<file path="config.mk">
export PLATFORM = sky130hd
export DESIGN_NAME = muldiv_iter_flat
export DESIGN_NICKNAME = d
export VERILOG_FILES = /design/src/rtl/muldiv_pkg.sv /design/src/rtl/muldiv_iter_if.sv /design/src/rtl/muldiv_step.sv /design/src/rtl/muldiv_iter.sv /design/src/flat_wrapper.sv
export SDC_FILE = /design/constraint.sdc
export NUM_CORES = 1
export LEC_CHECK = 0
export CELL_PAD_IN_SITES_DETAIL_PLACEMENT = 0
export CELL_PAD_IN_SITES_GLOBAL_PLACEMENT = 1
export CORE_MARGIN = 2
export CORE_UTILIZATION = 40
export CTS_BUF_LIST = sky130_fd_sc_hd__clkbuf_16
export DETAILED_ROUTE_END_ITERATION = 8
export GPL_ROUTABILITY_DRIVEN = 0
export PLACE_DENSITY_LB_ADDON = 0.3
export SLEW_MARGIN = 30
export SYNTH_ARGS = -nofsm -noshare
export SYNTH_HDL_FRONTEND = slang
export SYNTH_SLANG_ARGS = --single-unit
</file>
<file path="constraint.sdc">
create_clock -name clk -period 20.6 [get_ports clk]
set_clock_uncertainty 0.05 [all_clocks]
set_input_delay 4.12 -clock clk [delete_from_list [all_inputs] [get_ports clk]]
set_output_delay 4.12 -clock clk [all_outputs]
set_load 0.01 [all_outputs]
</file>
<file path="src/rtl/muldiv_pkg.sv">
// Shared types and constants for the iterative multiply/divide unit.
package muldiv_pkg;

  typedef enum logic [2:0] {
    MULT  = 3'd0,
    MULTU = 3'd1,
    DIV   = 3'd2,
    DIVU  = 3'd3,
    MADD  = 3'd4,
    MADDU = 3'd5,
    MSUB  = 3'd6,
    MSUBU = 3'd7
  } op_e;

  typedef enum logic [1:0] {
    S_IDLE = 2'd0,
    S_RUN  = 2'd1,
    S_FIX  = 2'd2
  } state_e;

  // Sized for the widest legal WIDTH; users slice down to their own width.
  localparam int MAX_W = 64;
  localparam logic [MAX_W-1:0] ALL_ONES = '1;
  localparam logic [MAX_W-1:0] MIN_VAL  = {1'b1, {(MAX_W-1){1'b0}}};

endpackage

</file>
<file path="src/rtl/muldiv_iter_if.sv">
// Request/result bundle between a requester and muldiv_iter.
interface muldiv_iter_if #(
  parameter int WIDTH = 32
);
  import muldiv_pkg::*;

  logic [WIDTH-1:0] a;
  logic [WIDTH-1:0] b;
  op_e              op;
  logic             start;
  logic             cancel;
  logic             hi_we;
  logic             lo_we;
  logic [WIDTH-1:0] hi;
  logic [WIDTH-1:0] lo;
  logic             busy;
  logic             done;

  modport master (output a, b, op, start, cancel, hi_we, lo_we,
                  input  hi, lo, busy, done);
  modport slave  (input  a, b, op, start, cancel, hi_we, lo_we,
                  output hi, lo, busy, done);
endinterface

</file>
<file path="src/rtl/muldiv_step.sv">
// One radix-2 iteration on the shared {upper, lower} work register:
// shift-add for multiply, shift-subtract-restore for divide.
module muldiv_step #(
  parameter int WIDTH = 32
) (
  input  logic               i_div,
  input  logic [2*WIDTH-1:0] i_p,
  input  logic [WIDTH-1:0]   i_m,
  output logic [2*WIDTH-1:0] o_p
);

  logic [WIDTH:0] w_sum;
  logic [WIDTH:0] w_rem;
  logic [WIDTH:0] w_diff;

  always_comb begin
    w_sum  = {1'b0, i_p[2*WIDTH-1:WIDTH]} + (i_p[0] ? {1'b0, i_m} : '0);
    // Partial remainder shifted left with the next dividend bit brought in.
    w_rem  = i_p[2*WIDTH-1:WIDTH-1];
    w_diff = w_rem - {1'b0, i_m};
    if (i_div) begin
      if (!w_diff[WIDTH]) o_p = {w_diff[WIDTH-1:0], i_p[WIDTH-2:0], 1'b1};
      else                o_p = {w_rem[WIDTH-1:0], i_p[WIDTH-2:0], 1'b0};
    end else begin
      o_p = {w_sum, i_p[WIDTH-1:1]};
    end
  end

endmodule

</file>
<file path="src/rtl/muldiv_iter.sv">
// Iterative multiply/divide with architectural HI/LO; one bit per cycle.
// Define MULDIV_ACC_EN to make MADD(U)/MSUB(U) accumulate into {HI,LO}.
module muldiv_iter #(
  parameter int WIDTH = 32,
  parameter int CNT_W = $clog2(WIDTH+1)
) (
  input  logic          clk,
  input  logic          rst,
  muldiv_iter_if.slave  bus
);
  import muldiv_pkg::*;

  localparam logic [WIDTH-1:0] L_ONES   = ALL_ONES[WIDTH-1:0];
  localparam logic [WIDTH-1:0] L_MIN    = MIN_VAL[MAX_W-1 -: WIDTH];
  localparam logic [CNT_W-1:0] CNT_LAST = CNT_W'(WIDTH-1);

  state_e             r_state, w_next;
  logic [CNT_W-1:0]   r_cnt;
  logic [2*WIDTH-1:0] r_p, w_step, w_prod, w_res;
  logic [WIDTH-1:0]   r_m, r_a, r_hi, r_lo, w_abs_a, w_abs_b, w_quo, w_rem;
  op_e                r_op;
  logic               r_neg_q, r_neg_r, r_dz, r_ovf, r_busy, r_done;
  logic               w_sgn, w_a_neg, w_b_neg, w_idle, w_accept, w_wr_en, w_is_div;

  assign w_idle   = (r_state == S_IDLE);
  assign w_wr_en  = w_idle && (bus.hi_we || bus.lo_we);
  assign w_accept = w_idle && bus.start && !bus.hi_we && !bus.lo_we;
  assign w_sgn    = ~bus.op[0];
  assign w_a_neg  = w_sgn && bus.a[WIDTH-1];
  assign w_b_neg  = w_sgn && bus.b[WIDTH-1];
  assign w_abs_a  = w_a_neg ? -bus.a : bus.a;
  assign w_abs_b  = w_b_neg ? -bus.b : bus.b;
  assign w_is_div = (r_op == DIV) || (r_op == DIVU);

  muldiv_step #(.WIDTH(WIDTH)) u_step (
    .i_div (w_is_div),
    .i_p   (r_p),
    .i_m   (r_m),
    .o_p   (w_step)
  );

  always_ff @(posedge clk or posedge rst) begin
    if (rst) r_state <= S_IDLE;
    else     r_state <= w_next;
  end

  always_comb begin
    w_next = r_state;
    case (r_state)
      S_IDLE:  if (w_accept) w_next = S_RUN;
      S_RUN:   if (bus.cancel) w_next = S_IDLE;
               else if (r_cnt == CNT_LAST) w_next = S_FIX;
      S_FIX:   w_next = S_IDLE;
      default: w_next = S_IDLE;
    endcase
  end

  // Sign correction and special divide cases, consumed only in FIX.
  always_comb begin
    w_prod = r_neg_q ? -r_p : r_p;
    w_quo  = r_neg_q ? -r_p[WIDTH-1:0] : r_p[WIDTH-1:0];
    w_rem  = r_neg_r ? -r_p[2*WIDTH-1:WIDTH] : r_p[2*WIDTH-1:WIDTH];
    w_res  = w_prod;
    if (w_is_div) begin
      if (r_dz)       w_res = {r_a, L_ONES};
      else if (r_ovf) w_res = {{WIDTH{1'b0}}, L_MIN};
      else            w_res = {w_rem, w_quo};
    end
`ifdef MULDIV_ACC_EN
    else if (r_op[2]) begin
      w_res = r_op[1] ? ({r_hi, r_lo} - w_prod) : ({r_hi, r_lo} + w_prod);
    end
`endif
  end

  always_ff @(posedge clk or posedge rst) begin
    if (rst) begin
      r_cnt   <= '0;
      r_p     <= '0;
      r_m     <= '0;
      r_a     <= '0;
      r_op    <= MULT;
      r_neg_q <= 1'b0;
      r_neg_r <= 1'b0;
      r_dz    <= 1'b0;
      r_ovf   <= 1'b0;
      r_hi    <= '0;
      r_lo    <= '0;
      r_busy  <= 1'b0;
      r_done  <= 1'b0;
    end else begin
      r_busy <= (w_next != S_IDLE);
      r_done <= (r_state == S_FIX) && !bus.cancel;
      if (w_accept) begin
        r_cnt   <= '0;
        r_p     <= {{WIDTH{1'b0}}, w_abs_a};
        r_m     <= w_abs_b;
        r_a     <= bus.a;
        r_op    <= bus.op;
        r_neg_q <= w_a_neg ^ w_b_neg;
        r_neg_r <= w_a_neg;
        r_dz    <= (bus.b == '0);
        r_ovf   <= w_sgn && (bus.a == L_MIN) && (bus.b == L_ONES);
      end else if (r_state == S_RUN) begin
        r_p   <= w_step;
        r_cnt <= r_cnt + CNT_W'(1);
      end
      if (w_wr_en) begin
        if (bus.hi_we) r_hi <= bus.a;
        if (bus.lo_we) r_lo <= bus.a;
      end else if ((r_state == S_FIX) && !bus.cancel) begin
        {r_hi, r_lo} <= w_res;
      end
    end
  end

  assign bus.hi   = r_hi;
  assign bus.lo   = r_lo;
  assign bus.busy = r_busy;
  assign bus.done = r_done;

endmodule

</file>
<file path="src/flat_wrapper.sv">
// flat-port wrapper written by rule: the top's interface ports become plain ports
module muldiv_iter_flat import muldiv_pkg::*;
#(
  parameter int WIDTH = 32,
  parameter int CNT_W = $clog2(WIDTH+1)
)
  (clk, rst, bus_a, bus_b, bus_op, bus_start, bus_cancel, bus_hi_we, bus_lo_we, bus_hi, bus_lo, bus_busy, bus_done);
  muldiv_iter_if #(.WIDTH(WIDTH)) bus_i ();
  input  logic clk;
  input  logic rst;
  input wire logic [$bits(bus_i.a)-1:0] bus_a;
  input wire logic [$bits(bus_i.b)-1:0] bus_b;
  input wire logic [$bits(bus_i.op)-1:0] bus_op;
  input wire logic [$bits(bus_i.start)-1:0] bus_start;
  input wire logic [$bits(bus_i.cancel)-1:0] bus_cancel;
  input wire logic [$bits(bus_i.hi_we)-1:0] bus_hi_we;
  input wire logic [$bits(bus_i.lo_we)-1:0] bus_lo_we;
  output wire logic [$bits(bus_i.hi)-1:0] bus_hi;
  output wire logic [$bits(bus_i.lo)-1:0] bus_lo;
  output wire logic [$bits(bus_i.busy)-1:0] bus_busy;
  output wire logic [$bits(bus_i.done)-1:0] bus_done;
  assign bus_i.a = bus_a;
  assign bus_i.b = bus_b;
  assign bus_i.op = bus_op;
  assign bus_i.start = bus_start;
  assign bus_i.cancel = bus_cancel;
  assign bus_i.hi_we = bus_hi_we;
  assign bus_i.lo_we = bus_lo_we;
  assign bus_hi = bus_i.hi;
  assign bus_lo = bus_i.lo;
  assign bus_busy = bus_i.busy;
  assign bus_done = bus_i.done;
  muldiv_iter #(.WIDTH(WIDTH), .CNT_W(CNT_W)) u_core (.clk(clk), .rst(rst), .bus(bus_i));
endmodule
</file>
# After elaboration in Yosys (flattened, before gate mapping)
# Cells that the tools add are included.
[word_totals] reg_bits=209 in_bits=73 elab_cells=79
[op_classes] add_sub_neg=8 eq_ne=9 muxes=25 bitwise=2 n_reduce_logical=21
[op_table] operator="two-way mux 64 bit" count=8
[op_table] operator="two-way mux 32 bit" count=11
[op_table] operator="negation 32 bit" count=4
[op_table] operator="equality test 32 bit, second input constant" count=2
[op_table] operator="negation 64 bit" count=1
[op_table] operator="adder 32 x 33 -> 33 bit" count=1
[op_table] operator="subtractor 33 x 32 -> 33 bit" count=1
[op_table] operator="zero test 32 bit" count=1
[op_table] operator="two-way mux 6 bit" count=2
[op_table] operator="logical AND 1 bit" count=9
[op_table] operator="adder 6 x 1 -> 6 bit, second input constant" count=1
[op_table] operator="equality test 3 x 2 -> 1 bit, second input constant" count=2
[op_table] operator="equality test 6 x 5 -> 1 bit, second input constant" count=1
[op_table] operator="two-way mux 2 bit" count=3
[op_table] operator="nonzero test 2 bit" count=3
[op_table] operator="inequality test 2 bit, second input constant" count=2
[op_table] operator="case mux 2 bit (2 select lines)" count=1
[op_table] operator="AND reduction 2 bit" count=2
[op_table] operator="zero test 1 bit" count=3
[op_table] operator="equality test 2 x 1 -> 1 bit, second input constant" count=1
[op_table] operator="equality test 2 bit, second input constant" count=1
[op_table] operator="zero test 2 bit" count=1
[op_table] operator="logical OR 1 bit" count=2
[op_table] operator="inverter 1 bit" count=1
[op_table] operator="XOR 1 bit" count=1

# Longest topological paths before layout
[depth] depth_word=7 depth_mapped=15 mapped_depth_nobuf=14

# By module
# From an unflattened synthesis, not the netlist that was laid out.
[unflattened] cells_unflattened=2273 area_unflattened_um2=17325.4
[by_module_without_submodules] mod="muldiv_iter" n_inst=1 cells_per_inst=1598 area_each_um2=12842.3
[by_module_without_submodules] mod="muldiv_step" n_inst=1 cells_per_inst=675 area_each_um2=4483.0

# Least setup slack after synthesis
# OpenSTA, ideal clock, no wires.
[synth_path] path_kind="in2reg" start="input bus_a[6]" end="register u_core.r_p[30]" t_arrival_ns=6.340 required_ns=20.417 setup_slack_ns=14.077 cell_stages=10 n_path_buf=0 cell_sequence="or4_1 -> or3_1 -> nor2_1 -> nand2_1 -> nor3_1 -> and2_1 -> nand2_1 -> o41ai_1 -> xor2_1 -> o21ai_0"
[synth_via] elab_chain_len=3
[synth_lines] element="start, declared" line="flat_wrapper.sv:11" rtl="input wire logic [$bits(bus_i.a)-1:0] bus_a;"
[synth_lines] element="negation 32 bit" line="muldiv_iter.sv:31" rtl="assign w_abs_a = w_a_neg ? -bus.a : bus.a;"
[synth_lines] element="two-way mux 32 bit" line="muldiv_iter.sv:31"
[synth_lines] element="two-way mux 64 bit" line="muldiv_iter.sv:94" rtl="if (w_accept) begin"
[synth_lines] element="end signal, assigned" line="muldiv_iter.sv:96" rtl="r_p <= {{WIDTH{1'b0}}, w_abs_a};"
[synth_lines] element="end signal, assigned" line="muldiv_iter.sv:105" rtl="r_p <= w_step;"
[synth_lines] element="end, declared" line="muldiv_iter.sv:19" rtl="logic [2*WIDTH-1:0] r_p, w_step, w_prod, w_res;"
# Every way passes these cells.
# A chain may end at the register's enable or synchronous reset.

# Worst setup path in the final report
[layout_path] start="input bus_a[5]" end="register u_core.r_p[30]"
# The elaborated chain is that of the path after synthesis.

==> impl_metrics.ini <==
[clock_network]
cts_resized = 0
cts_buffer_depth = 3
cts.reportedPaths.clkPinSlew_ns = 0.06
cts_setup_buffers = 0
hold_buffers = 0
insertion_delay_ns = 0.56
clock_sinks = 208
cts_tree = yes
cts_max_level = 1
numCtsBuffers = 26
cts-root-buf = clkbuf_16

[drt]
routed_via_density = 5.99
drtIter0Drc = 1298
antenna_left = 0
drc_errors = 0
routed_wl_mm = 58.1
vias = 16136
dr.pass1.iters = 5
wl_per_cell_um = 21.6

[sta]
finalWorstSetupSlack_ns = 13.65
setup_viol = 0
setup_tns_ns = 0
hold_viol = 0
relSlewSlack = 0.370
fmax_ghz = 0.144
slew_viol_final = 0
fin_crit_ns = 6.95
finalCritPeriodShare = 0.337
rsz0062_at_grt = no
worst_slew_pin_slew_ns = 0.942

[layout]
area.growth.synth_to_final_pct = 16.1
fin_nets = 2297
fill_cells = 4058
multi_input_area_um2 = 10200
instances_no_fill = 2694
register_area_um2 = 5210
diodes = 0
drive_above_1_share = 0.0452

[setup_path]
cp.required_ns = 20.96
worst-setup-path-type = in2reg
cp_common_cell = nand2_1
critPathLaunchType = input pin
cp_max_fo = 6
worst-endpoint-arrival_ns = 7.31
critPathMaxStageDelay_ns = 0.60
crit_path_cell_trace = clkdlybuf4s50_1 > or4_1 > or3_1 > nor2_1 > nand2_1 > nor3_1 > and2_1 > nand2_1 > o41ai_1 > xor2_1 > o21ai_0
ff2ff_setup_slack_ns = 15.59
crit_path_top_delay_cell = or4_1
endpoint_kind = flop

[synth]
synth_xor_area_frac = 0.0930
async_reset_ff_frac = 1.00
synth_simple_gate_area_share = 0.217
ys_ff_latch = 208
netlist_area_um2 = 16200
synthMuxAreaShare = 0.00502
netlist_instances = 2114
syn_nets = 2259
synth_top_family_by_area = compound AO/OA/AOI/OAI gates
synthTopCellsByArea = dfrtp_1, nand2_1, xnor2_1
synthDistinctLibCells = 71
synth_seq_area_share = 0.321
synth_ff_type = dfrtp_1
synth_edf_count = 0
synth_fa_ha_area_frac = 0.0565
ys_top_cells_by_count = nand2_1, nor2_1, dfrtp_1
yosysTopAreaCellShare = 0.321
post-synth-top-count-cell = nand2_1
ys_warn_count = 0
syn_area_per_cell_um2 = 7.66
yosys.area.top_type = dfrtp_1
synth_compound_area_frac = 0.257

[placement]
place.port_buffers = 138
preCtsSetupSlack_ns = 13.15
placed_cells = 2648
dp_hpwl_mm = 42.7

[grt]
antenna_found_initial = 0
grt_usage = 0.278
grt_max_degree = 99
gr-total-overflow = 0
grt_pass1_vias = 15415
grt_first_pass_wirelength_mm = 91.1

[floorplanning]
die_x_um = 205
initial_core_util = 0.407
die_h_um = 205
coreArea_um2 = 39800
die_area_um2 = 42100
num_rows = 73
ios = 139

[pwr]
p_switching_w = 0.00113
powerDensity_nw_per_um2 = 131
p_clk_frac = 0.193
leakage_nw = 7.92
internal_power_w = 0.00134
sequentialPowerShare = 0.291
pwr-share-comb = 0.516
peakVddDrop_mv = 0.0613
p_sw_frac = 0.456

[outcome]
status = complete, no violations

[worst_hold_path]
hold_path.class = reg2reg

[run]
maxCapViolations = 0
==> worst max-delay path, delay by kind of cell <==
kind,cells,cell delay (ns)
buffers and inverters,1,0.50
AND/OR/NAND/NOR,7,2.09
AO/OA/AOI/OAI,2,0.43
XOR/XNOR,1,0.18
==> through the flow <==
step,instance area (µm²),power [W],hold slack (ns),util
2_1_floorplan,16200,0.00157,0.391,-
3_3_place_gp,17900,0.00196,0.408,0.449
3_5_place_dp,17900,0.00197,0.414,0.450
4_1_cts,18800,0.00245,0.425,0.471
5_1_grt,18800,0.00264,0.445,0.472
6_report,18800,0.00247,0.424,0.472
==> registers in the layout, summed over array words and instances (netlist names) <==
signal,cells
u_core.r_p,64
u_core.r_dz,1
u_core.r_cnt,6
u_core.bus.busy,1
u_core.r_ovf,1
u_core.bus.done,1
u_core.r_m,32
u_core.bus.hi,32
u_core.r_neg_q,1
u_core.r_op,2
u_core.r_a,32
u_core.r_neg_r,1
u_core.r_state,2
u_core.bus.lo,32
==> area by class of cell <==
class / count / share of cell area
flip-flops and latches: 208 / 0.277
multi-input cells: 1690 / 0.545
well taps: 525 / 0.0349
clock buffers: 27 / 0.0359
inverters: 65 / 0.0134
repair buffers: 161 / 0.0837
clock inverters: 18 / 0.0103
==> path summary, 6_finish.rpt <==
check	cells after the start	start	endpoint
setup / recovery	11	bus_a[5]	u_core.r_p[30]
hold / removal	2	u_core.bus.lo[24]	u_core.bus.lo[24]
setup reg to reg	14	u_core.r_p[31]	u_core.r_p[36]
hold reg to reg	2	u_core.bus.lo[24]	u_core.bus.lo[24]
max in group asynchronous	5	rst	u_core.r_a[2]
min in group asynchronous	2	rst	u_core.r_m[0]
==> power groups by stage <==
stage	sequential (W)	clock [W]	combinational, W
after floorplan	0.000619	0	0.000952
after global placement	0.000715	0	0.00124
after detailed placement	0.000718	0	0.00125
after CTS	0.000711	0.000481	0.00126
after global routing	0.000733	0.000498	0.00141
final	0.000716	0.000477	0.00127
==> layer usage <==
metal	global-route usage	vias to the layer above	share of wire
met4	0.115	0	0.045
met2	0.453	579	0.46
met5	0	-	0
met3	0.0288	118	0.058
met1	0.375	7814	0.43
li1	-	7625	-
==> cells by family after synthesis <==
logic type               count (synthesis)
AO/OA/AOI/OAI                          648
AND/OR/NAND/NOR                        790
adder cells (fa/ha/maj)                 72
multiplexers                             8
buffers and inverters                  216
XOR/XNOR                               172
flip-flops                             208
==> placed cells by master, fill, tap and decap left out, types with 5 or more instances in the layout <==
master	n
a221oi_1	38
nand4b_1	5
or2_2	8
nand4_1	18
a32oi_1	5
xnor2_1	113
o21bai_1	5
o221ai_1	13
a22oi_1	19
o21a_1	8
inv_1	65
xor2_1	58
clkbuf_16	27
buf_4	22
nor2_1	209
a31oi_1	29
o41ai_1	15
and3_1	7
a21oi_1	169
nand2_1	346
nor3_1	46
o22a_1	7
nor2b_1	13
clkdlybuf4s50_1	138
nand2b_1	20
ha_1	70
a211oi_1	12
dfrtp_1	207
and2_1	8
nor4_1	20
o31ai_1	62
o21ai_0	161
or4_1	11
a221o_1	8
o211ai_1	24
nand3_1	33
a21o_1	34
or3_1	24
mux2i_1	7
(Power assumes the default switching activity.)
